`config.mk`:
```
export PLATFORM = sky130hd
export DESIGN_NAME = square_wave_meter
export DESIGN_NICKNAME = d
export VERILOG_FILES = /design/src/rtl/meter_pkg.sv /design/src/rtl/sync_edge_detect.sv /design/src/rtl/square_wave_meter.sv
export SDC_FILE = /design/constraint.sdc
export NUM_CORES = 1
export LEC_CHECK = 0
export ABC_AREA = 1
export ABC_CLOCK_PERIOD_IN_PS = 1900
export BUFFER_PORTS_ARGS = -buffer_cell sky130_fd_sc_hd__buf_2
export CORE_ASPECT_RATIO = 0.7
export CORE_UTILIZATION = 57
export DETAILED_ROUTE_END_ITERATION = 16
export PLACE_DENSITY = 0.78
export SYNTH_ARGS = -nofsm -noshare
export SYNTH_HDL_FRONTEND = slang
export SYNTH_SLANG_ARGS = --single-unit
```
`constraint.sdc`:
```
create_clock -name clk_in -period 1.9 [get_ports clk_in]
set_clock_uncertainty 0.15 [all_clocks]
set_input_delay 0.19 -clock clk_in [delete_from_list [all_inputs] [get_ports clk_in]]
set_output_delay 0.19 -clock clk_in [all_outputs]
set_load 0.01 [all_outputs]
```
`src/rtl/meter_pkg.sv`:
```
// meter_pkg: shared types and constants for square_wave_meter.
//   meter_state_t : FSM encoding {IDLE, HIGH, LOW}
//   CNT_W_DEF     : default counter / result width
//   MIN_RST_VAL   : all-ones reset value for the running minimum (sliced to CNT_W)
package meter_pkg;

   typedef enum logic [1:0] {
      IDLE = 2'd0,
      HIGH = 2'd1,
      LOW  = 2'd2
   } meter_state_t;

   localparam int CNT_W_DEF = 20;

   // Wide enough for any practical CNT_W; users take the low CNT_W bits.
   localparam logic [63:0] MIN_RST_VAL = '1;

endpackage

```
`src/rtl/sync_edge_detect.sv`:
```
// sync_edge_detect: multi-flop synchroniser for an asynchronous level plus
// single-cycle rise/fall strobes on the synchronised level.
//   clk_in   in  clock, posedge
//   reset    in  synchronous active-high reset, clears every flop
//   async_in in  asynchronous input
//   level    out synchronised level (last synchroniser stage)
//   rise     out level & ~level_d
//   fall     out ~level & level_d
module sync_edge_detect #(
   parameter int SYNC_STAGES = 2
) (
   input  logic clk_in,
   input  logic reset,
   input  logic async_in,
   output logic level,
   output logic rise,
   output logic fall
);

   logic [SYNC_STAGES-1:0] sync_q;
   logic                   level_d;

   always_ff @(posedge clk_in) begin
      if (reset) begin
         sync_q  <= '0;
         level_d <= 1'b0;
      end else begin
         sync_q  <= {sync_q[SYNC_STAGES-2:0], async_in};
         level_d <= sync_q[SYNC_STAGES-1];
      end
   end

   assign level = sync_q[SYNC_STAGES-1];
   assign rise  = level & ~level_d;
   assign fall  = ~level & level_d;

endmodule

```
`src/rtl/square_wave_meter.sv`:
```
// square_wave_meter: measures period and high time of a slow square wave in
// clk_in cycles and hands each result out over a valid/ready port.
//   clk_in      in  clock, posedge
//   reset       in  synchronous active-high reset
//   sig_in      in  asynchronous square wave
//   meas_valid  out result held and not yet accepted
//   meas_ready  in  consumer accept (meas_valid && meas_ready)
//   period      out cycles rise-to-rise
//   high_time   out cycles rise-to-fall
//   stalled     out no required edge within TIMEOUT cycles
//   overrun     out sticky, a result was dropped while meas_valid was high
// Optional build macro METER_MINMAX_EN adds period_min / period_max, the
// running extremes over every loaded result.
module square_wave_meter
   import meter_pkg::*;
#(
   parameter int CNT_W       = CNT_W_DEF,
   parameter int TIMEOUT     = 1_000_000,
   parameter int SYNC_STAGES = 2
) (
   input  logic             clk_in,
   input  logic             reset,
   input  logic             sig_in,
   output logic             meas_valid,
   input  logic             meas_ready,
   output logic [CNT_W-1:0] period,
   output logic [CNT_W-1:0] high_time,
   output logic             stalled,
   output logic             overrun
`ifdef METER_MINMAX_EN
   ,
   output logic [CNT_W-1:0] period_min,
   output logic [CNT_W-1:0] period_max
`endif
);

   localparam logic [CNT_W-1:0] CNT_LAST = CNT_W'(TIMEOUT - 1);
   localparam logic [CNT_W-1:0] CNT_ONE  = CNT_W'(1);

   logic sig_level, rise, fall;

   sync_edge_detect #(
      .SYNC_STAGES(SYNC_STAGES)
   ) u_sync (
      .clk_in  (clk_in),
      .reset   (reset),
      .async_in(sig_in),
      .level   (sig_level),
      .rise    (rise),
      .fall    (fall)
   );

   // The meter works purely from the edge strobes; the level is not needed.
   logic unused_level;
   assign unused_level = sig_level;

   meter_state_t     state, state_nxt;
   logic [CNT_W-1:0] cnt, cnt_nxt;
   logic [CNT_W-1:0] hi_cap, hi_cap_nxt;
   logic [CNT_W-1:0] cnt_inc;
   logic             done, arm, timeout;

   assign cnt_inc = cnt + CNT_ONE;

   always_ff @(posedge clk_in) begin
      if (reset) begin
         state  <= IDLE;
         cnt    <= '0;
         hi_cap <= '0;
      end else begin
         state  <= state_nxt;
         cnt    <= cnt_nxt;
         hi_cap <= hi_cap_nxt;
      end
   end

   // Timeout is checked ahead of the edges, so cnt never reaches TIMEOUT
   // and a late edge on the expiring cycle is treated as a stall.
   always_comb begin
      state_nxt  = state;
      cnt_nxt    = cnt;
      hi_cap_nxt = hi_cap;
      done       = 1'b0;
      arm        = 1'b0;
      timeout    = 1'b0;
      case (state)
         IDLE: begin
            cnt_nxt = '0;
            if (rise) begin
               state_nxt = HIGH;
               arm       = 1'b1;
            end
         end
         HIGH: begin
            if (cnt == CNT_LAST) begin
               state_nxt = IDLE;
               cnt_nxt   = '0;
               timeout   = 1'b1;
            end else begin
               cnt_nxt = cnt_inc;
               if (fall) begin
                  hi_cap_nxt = cnt_inc;
                  state_nxt  = LOW;
               end
            end
         end
         LOW: begin
            if (cnt == CNT_LAST) begin
               state_nxt = IDLE;
               cnt_nxt   = '0;
               timeout   = 1'b1;
            end else if (rise) begin
               done      = 1'b1;
               cnt_nxt   = '0;
               state_nxt = HIGH;
            end else begin
               cnt_nxt = cnt_inc;
            end
         end
         default: begin
            state_nxt = IDLE;
            cnt_nxt   = '0;
         end
      endcase
   end

   // A new result may be loaded when the slot is empty or is being
   // accepted this very cycle; otherwise it is dropped and flagged.
   logic load;
   assign load = done & (~meas_valid | meas_ready);

   always_ff @(posedge clk_in) begin
      if (reset) begin
         meas_valid <= 1'b0;
         period     <= '0;
         high_time  <= '0;
         stalled    <= 1'b0;
         overrun    <= 1'b0;
      end else begin
         if (timeout)
            stalled <= 1'b1;
         else if (arm)
            stalled <= 1'b0;

         if (load) begin
            period     <= cnt_inc;
            high_time  <= hi_cap;
            meas_valid <= 1'b1;
         end else if (done) begin
            overrun <= 1'b1;
         end else if (meas_valid && meas_ready) begin
            meas_valid <= 1'b0;
         end
      end
   end

`ifdef METER_MINMAX_EN
   always_ff @(posedge clk_in) begin
      if (reset) begin
         period_min <= MIN_RST_VAL[CNT_W-1:0];
         period_max <= '0;
      end else if (load) begin
         if (cnt_inc < period_min) period_min <= cnt_inc;
         if (cnt_inc > period_max) period_max <= cnt_inc;
      end
   end
`else
   // Min/max tracking not built.
`endif

endmodule

```
Yosys cells after proc, flatten, opt, wreduce, memory -nomap -nowiden
Index checks and enable logic that the tools add are counted.
Word-level totals
  bits in registers: 88
  bits in latches: 0
  bits in writable memories: 0
  bits in read-only memories: 0
  logic and storage cells: 53
  memories: 0
Operators by class
  add/subtract/negate cells: 1
  multiply operators: 0
  divide/modulo/power cells: 0
  magnitude comparators: 0
  equal/unequal tests: 5
  shift operators: 0
  muxes and demuxes: 20
  bitwise logic cells: 9
  reduce and logical (&&, ||, !) cells: 8
Operators with widths (count)
  $mux W20: 3
  $pmux W20 S2: 1
  $add A20 B1 Y20 const B: 1
  $eq A20 B20 Y1 const B: 1
  $mux W1: 11
  $mux W2: 4
  $pmux W2 S3: 1
  $not A1 Y1: 5
  $reduce_and A2 Y1: 2
  $reduce_bool A2 Y1: 2
  $and A1 B1 Y1: 3
  $ne A3 B3 Y1 const B: 1
  $reduce_and A3 Y1: 1
  $eq A2 B1 Y1 const B: 1
  $eq A2 B2 Y1 const B: 1
  $logic_not A2 Y1: 1
  $ne A2 B1 Y1 const B: 1
  $reduce_or A2 Y1: 1
  $logic_and A1 B1 Y1: 1
  $or A1 B1 Y1: 1

Depth between registers and ports, before layout
Gate-level depths: netlist of the first run.
  depth in word-level cells: 8
  mapped depth: 11
  depth with buffers taken out: 11

Cells and area by module
Synthesis of the first run repeated with hierarchy kept, for this count alone.
Second synthesis, totals
  cell total of the unflattened synthesis: 476
  area, all modules: 3742.3 sq um
By module, submodules not included
  square_wave_meter: instances 1, cells each 464, area an instance 3648.5 sq um, seq. area each 1701.6 sq um
  sync_edge_detect: instances 1, cells each 12, area an instance 93.8 sq um, seq. area each 60.1 sq um

Worst setup path after synthesis of the first run
Ideal clock, no wire load.
  kind: flip-flop to flip-flop
  from: register cnt[0]
  to: register hi_cap[18]
  setup time: 0.117 ns
  arrival time: 1.462 ns
  path slack: 0.171 ns
  stages on the path, launching flop included: 10
  path buffers: 1
  period minus slack after synthesis: 1.729 ns
  path through: dfxtp_1 > ha_1 > nand3_2 > nor2_2 > nand3_4 > nand2_2 > nor2_2 > buf_2 > o21ai_0 > nor2_1
On the way
  cells in the longest elaborated chain, start to end: 3
  elaborated cells on any way between the ends: 4
  those cells by class: 1 x add/sub; 1 x eq/ne; 1 x bitwise; 1 x reduce/logical
RTL lines
  start, declared: RTL line square_wave_meter.sv:58  | logic [CNT_W-1:0] cnt, cnt_nxt;
  start signal, assigned: RTL line square_wave_meter.sv:72  | cnt <= cnt_nxt;
  parallel branches: the longest is 3 deep, another holds $add A20 B1 Y20
  end signal, assigned: RTL line square_wave_meter.sv:73  | hi_cap <= hi_cap_nxt;
  end, declared: RTL line square_wave_meter.sv:59  | logic [CNT_W-1:0] hi_cap, hi_cap_nxt;
Several ways; the timed one is not identified.
A chain may end at the register's enable or synchronous reset.

Worst setup path in the final report of the first run
  from: register cnt[0]
  to: register period[15]
On the way
  cells in the longest elaborated chain, start to end: 4
  elaborated cells on any way between the ends: 5
  those cells by class: 1 x add/sub; 1 x eq/ne; 2 x mux; 1 x bitwise
RTL lines
  parallel branches: the longest is 4 deep, another holds $add A20 B1 Y20
  end signal, assigned: RTL line square_wave_meter.sv:146  | period <= cnt_inc;
  end, declared: RTL line square_wave_meter.sv:26  | output logic [CNT_W-1:0] period,
Several ways; the timed one is not identified.

==> results.yml, run 1 <==
status:
  status: "finished clean"
cts:
  cts_buffers: 9
  cts_max_level: 3
  path_clk_slew_ps: 90
  cts_num_sinks: 88
  cts.path.max_buffers: 2
  insertion_delay_ps: 360
  root_buffer: "clkbuf_8"
  cts_tree: "yes"
die:
  die_area_um2: 7000
  io_pins: 47
  die_w_um: 99.6
  initial_core_util_pct: 59.9
  die_h_um: 70.3
  core_area_um2: 6340
  rows: 24
timing:
  relSlewSlack_pct: 60.7
  hold_violations: 0
  min_period_ps: 1850
  worstMarginPinSlew_ps: 590
  fin_ws_ps: 45.7
  max_freq_mhz: 539
  maxSlewViolCount: 0
  rsz0062_at_grt: "true"
  final.period_utilization_pct: 97.6
  finalSetupViolCount: 0
placed_design:
  hpwl_mm: 6.06
  port_buffers: 46
  gp_congestion: 0.939
  pre_cts_ws_ps: -51.2
  placedCellCount: 605
global_route:
  grt_util_all_layers_pct: 26.1
  grt_pass1_wl_mm: 14.2
  grt_max_degree: 43
  antenna_found_initial: 0
  overflow: 0
  grt_pass1_vias: 3025
route:
  drc: 0
  vias: 3183
  first_pass_iters: 4
  wire_per_inst_um: 13.7
  vias_per_cell: 5.09
  ant_nets: 0
  drtIter0Drc: 235
  totalWireLength_mm: 8.57
logic_synthesis:
  netlist_top_cells_area: "dfxtp_1 (46%), nand2_1 (8.4%), a21oi_2 (6.5%)"
  ys_seq_area_share_pct: 46.4
  ys_seq_elements: 88
  synth_fp_nets: 478
  synthCells: 469
  ys.flop_type: "dfxtp_1"
  netlist.area_leader.share_pct: 46.4
  netlist_area_um2: 3800
  syn_area_per_cell_um2: 8.10
  synth_top_area_cell: "dfxtp_1"
  synth.distinct_cells: 33
  ys_warn_count: 0
  synth_edf_count: 0
  synth-async-reset-ratio_pct: 0
setup_path:
  crit_family: "simple AND/OR/NAND/NOR gates"
  crit_required_ps: 2010
  reg2reg_slack_ps: 50
  cpMaxStageDelayCell: "dfxtp_2"
  r2r_cells: 9
  cp_max_fo: 4
  critical_path_arrival_ps: 1970
  crit_start: "cnt[0]"
  critical_path_class: "reg2reg"
  startpoint_type: "register"
  r2r_start: "cnt[0]"
  crit_path_cell_trace: "buf_4 > nand3_1 > inv_2 > nand2_2 > nor2_4 > nand2_1 > xor2_2 > and2_0 > nor2_1"
  worst-path-buf-inv: 2
  timing.rr.end: "period[15]"
  cpPeakStageDelay_ps: 360
  cp-end-kind: "register"
cells_and_area:
  num-nets-final: 538
  layout-drive-gt1-share_pct: 33.5
  fin_cells: 625
  area_growth_pct: 17.1
  n_antenna_cell: 0
hold_path:
  hold_start: "meas_ready"
  hold_end: "meas_valid"
  hold_depth: 4
  hold_class: "in2reg"
power_and_ir_drop:
  p_leak_nw: 1.76
  ir_drop_mv: 0.450
  power_mw: 3.13
  powerDensity_nw_per_um2: 703
job:
  cap_violations: 0
==> cell usage in the layout, fill, tap and decap left out, types with 3 or more instances in the layout <==
master,netlist,routed
a21oi_1,31,31
a21oi_2,28,28
buf_2,10,46
buf_4,0,20
clkbuf_8,0,9
dfxtp_1,88,86
ha_1,5,4
inv_1,39,38
inv_2,5,5
nand2_1,85,82
nand2_2,32,35
nand3_1,13,12
nand4_1,5,5
nor2_1,53,51
nor2_2,7,9
nor2_4,3,3
o21ai_0,17,15
o21ai_1,12,13
xor2_1,9,7
==> cells in the mapped netlist, types with 3 or more instances <==
library cell / count
dfxtp_1: 88
nand2_1: 85
nor2_1: 53
inv_1: 39
nand2_2: 32
a21oi_1: 31
a21oi_2: 28
o21ai_0: 17
nand3_1: 13
o21ai_1: 12
buf_2: 10
xor2_1: 9
clkbuf_1: 7
nor2_2: 7
ha_1: 5
inv_2: 5
nand4_1: 5
buf_12: 3
nor2_4: 3
==> what timing repair did <==
item | CTS | global route
pin swaps | 0 | 11
endpoints found under the setup margin | 37 | 59
hold buffers | 1 | 0
setup buffers | 0 | 3
hold endpoints to repair | 1 | 0
resized for setup | 2 | 19
==> state kept, by name (all words and copies together), names as in the netlist <==
signal          count
meas_valid          1
cnt                20
high_time          20
period             20
overrun             1
hi_cap             20
u_sync.level_d      1
u_sync.sync_q       2
stalled             1
state               2
==> report_power, final <==
group	switching [mW]	internal (mW)	total [mW]
sequential	0.00641	1.85	1.86
combinational	0.0685	0.0306	0.0991
clock	0.690	0.480	1.17
total	0.765	2.36	3.13
==> metrics by stage <==
stage | hold WS [ps] | util (%) | cell area [um2] | TNS (ps)
final | 53.2 | 70.2 | 4450 | 0
after global placement | 240 | 65.8 | 4170 | 0
after CTS | 38.5 | 68.7 | 4350 | -1.73
after floorplan | 147 | - | 3800 | 0
after global routing | 79.4 | 70.2 | 4450 | -440
after detailed placement | 242 | 65.8 | 4170 | -437
==> metal layers <==
metal | global-route usage, % | vias up | wire (um) | share of wire [%]
met5 | 0 | - | 0 | 0
met4 | 9.80 | 0 | 147 | 1.7
met3 | 5.91 | 13 | 578 | 6.7
li1 | - | 1600 | - | -
met2 | 40.0 | 111 | 3760 | 44
met1 | 35.9 | 1459 | 4080 | 48
==> cell families after synthesis <==
| logic type | Yosys count | synth area share (%) |
|---|---|---|
| and+or+nand+nor | 210 | 26.5 |
| DFF | 88 | 46.4 |
| adders and majority gates | 5 | 1.65 |
| AOI/OAI and AO/OA | 90 | 14.8 |
| xor gates and xnor gates | 10 | 2.31 |
| buffers and inverters | 66 | 8.43 |
==> worst max-delay path by stage <==
stage / end / slack, ps / depth (start not counted)
after floorplan: hi_cap[18] / 170 / 9
after global placement: period[5] / 20 / 8
after detailed placement: period[5] / -50 / 8
after CTS: period[16] / -2 / 10
after global routing: period[15] / -50 / 9
final: period[15] / 50 / 9
==> worst min-delay path, cell delays in order <==
cell and delay, ps:
buf_2 80, nor2_1 50, inv_1 120, a21oi_1 80
==> area by class of cell <==
| class | count | area [um2] |
|---|---|---|
| fill | 494 | 1890 |
| multi-input combinational | 315 | 1780 |
| sequential | 88 | 1760 |
| timing repair buffer | 71 | 453 |
| inverter | 44 | 168 |
| clock buffer | 10 | 128 |
| tap | 91 | 114 |
| clock inverter | 6 | 42.5 |
Note: power is estimated with default switching activity, not from simulation.
==> run 2, diff against run 1 <==
==> constraint.sdc (replaced) <==
create_clock -name clk_in -period 1.9 [get_ports clk_in]
set_clock_uncertainty 0.15 [all_clocks]
set_input_delay 0.38 -clock clk_in [delete_from_list [all_inputs] [get_ports clk_in]]
set_output_delay 0.38 -clock clk_in [all_outputs]
set_load 0.01 [all_outputs]
==> results.yml, run 2 (same netlist as run 1, synthesis figures left out) <==
cts:
  path_clk_slew_ps: 100
  cts_max_level: 3
  root_buffer: "clkbuf_8"
  cts_buffers: 9
  cts_tree: "yes"
  cts.path.max_buffers: 2
  cts_num_sinks: 88
  insertion_delay_ps: 380
die:
  core_area_um2: 6340
  io_pins: 47
  die_area_um2: 7000
  die_w_um: 99.6
  rows: 24
  die_h_um: 70.3
  initial_core_util_pct: 59.9
setup_path:
  cpPeakStageDelay_ps: 380
  critical_path_class: "reg2reg"
  critical_path_arrival_ps: 1960
  startpoint_type: "register"
  cpMaxStageDelayCell: "dfxtp_4"
  r2r_start: "cnt[1]"
  crit_start: "cnt[1]"
  crit_path_cell_trace: "ha_4 > nand3_4 > buf_6 > nor2_4 > nand2_4 > nor2_4 > nand2_4 > o21ai_2 > nand2_2 > nor2_2 > nor2_1"
  crit_required_ps: 2020
  cp_max_fo: 3
  cp-end-kind: "register"
  worst-path-buf-inv: 1
  crit_family: "simple AND/OR/NAND/NOR gates"
timing:
  max_freq_mhz: 543
  min_period_ps: 1840
  relSlewSlack_pct: 59.8
  final.period_utilization_pct: 96.9
  maxSlewViolCount: 0
  rsz0062_at_grt: "true"
  hold_violations: 0
  worstMarginPinSlew_ps: 602
  finalSetupViolCount: 0
  fin_setup_tns_ps: 0
power_and_ir_drop:
  ir_drop_mv: 0.480
  p_comb_share_pct: 2.9
  pwr-share-seq_pct: 53.4
  power.switching_uw: 826
  p_int_mw: 2.66
  swShare_pct: 23.7
  clockPowerShare_pct: 43.7
  p_leak_nw: 1.82
  powerDensity_nw_per_um2: 763
cells_and_area:
  area_growth_pct: 20.2
  layout-drive-gt1-share_pct: 34.8
  final_cell_mix: "dfxtp_1 (85), nand2_1 (82), nor2_1 (51)"
  post-route-util_pct: 72.1
  n_antenna_cell: 0
  final_common_cell: "dfxtp_1"
  num-nets-final: 539
route:
  wire_per_inst_um: 14.0
  vias: 3207
  ant_nets: 0
  first_pass_iters: 5
  drtIter0Drc: 245
  vias_per_cell: 5.12
  totalWireLength_mm: 8.79
  drc: 0
global_route:
  grt_util_all_layers_pct: 26.8
  overflow: 0
  antenna_found_initial: 0
  grt_max_degree: 43
  grt_pass1_vias: 3074
  grt_pass1_wl_mm: 14.5
placed_design:
  gp_congestion: 0.937
  hpwl_mm: 6.07
  port_buffers: 46
hold_path:
  hold_class: "in2reg"
  hold_start: "sig_in"
job:
  cap_violations: 0
status:
  status: "finished clean"
-- run 2: cell types whose count changed in the layout (fill, tap and decap cells not counted), sizes merged, moves of 2 or more --
cell      previous run  this run
inv                 46        49
buf                 70        72
bufinv               0         2
clkinv               2         0
clkinvlp             2         0
-- run 2: worst paths after layout --
check                                   endpoint  cells after the start  slack (ps)
worst min-delay path            u_sync.sync_q[0]                      3          50
worst max-delay path                  hi_cap[18]                     11          60
worst max register to register        hi_cap[18]                     11          60
worst min register to register  u_sync.sync_q[1]                      2         280
-- run 2: layout make-up --
cell class	instances	area (um2)
inverters	44	170
flip-flops and latches	88	1770
fillers	481	1770
repair buffers	72	458
well taps	91	114
clock inverters	7	109
clock buffers	9	124
multi-input cells	315	1820
-- run 2: metal layers --
metal / global-route usage (%) / vias to the layer above / part of all wire, %
met5: 0 / - / 0
met4: 8.33 / 0 / 1.6
met3: 6.81 / 16 / 5.6
met2: 42.2 / 89 / 45
met1: 36.1 / 1506 / 48
li1: - / 1596 / -
-- run 2: timing repair --
item / CTS / global route
setup endpoints to repair: 41 / 50
pin swaps: 0 / 9
setup buffers: 0 / 4
hold buffers: 0 / 0
gates resized for setup: 6 / 24
-- run 2: power groups by stage --
stage	clock [mW]	combinational, mW	sequential (mW)
2_1_floorplan	0	0.0727	1.90
4_1_cts	1.54	0.0984	1.86
5_1_grt	1.61	0.111	1.86
3_3_place_gp	0	0.0942	1.90
3_5_place_dp	0	0.0973	1.90
6_report	1.52	0.101	1.86
-- run 2: worst reg2reg max path, stage by stage (launching register included) --
cell	delay, ps
dfxtp_4	380
ha_4	140
nand3_4	70
buf_6	140
nor2_4	140
nand2_4	80
nor2_4	140
nand2_4	100
o21ai_2	170
nand2_2	90
nor2_2	100
nor2_1	40
-- run 2: through the flow --
step	cells	total power, mW	hold slack, ps	setup WS (ps)	area (um2)
final	626	3.48	55.0	58.0	4570
after global routing	626	3.58	83.0	-38.0	4570
after CTS	622	3.49	53.3	8.03	4430
after detailed placement	606	2.00	260	-85.4	4180
after global placement	606	2.00	240	15.7	4180
after floorplan	469	1.97	238	171	3800
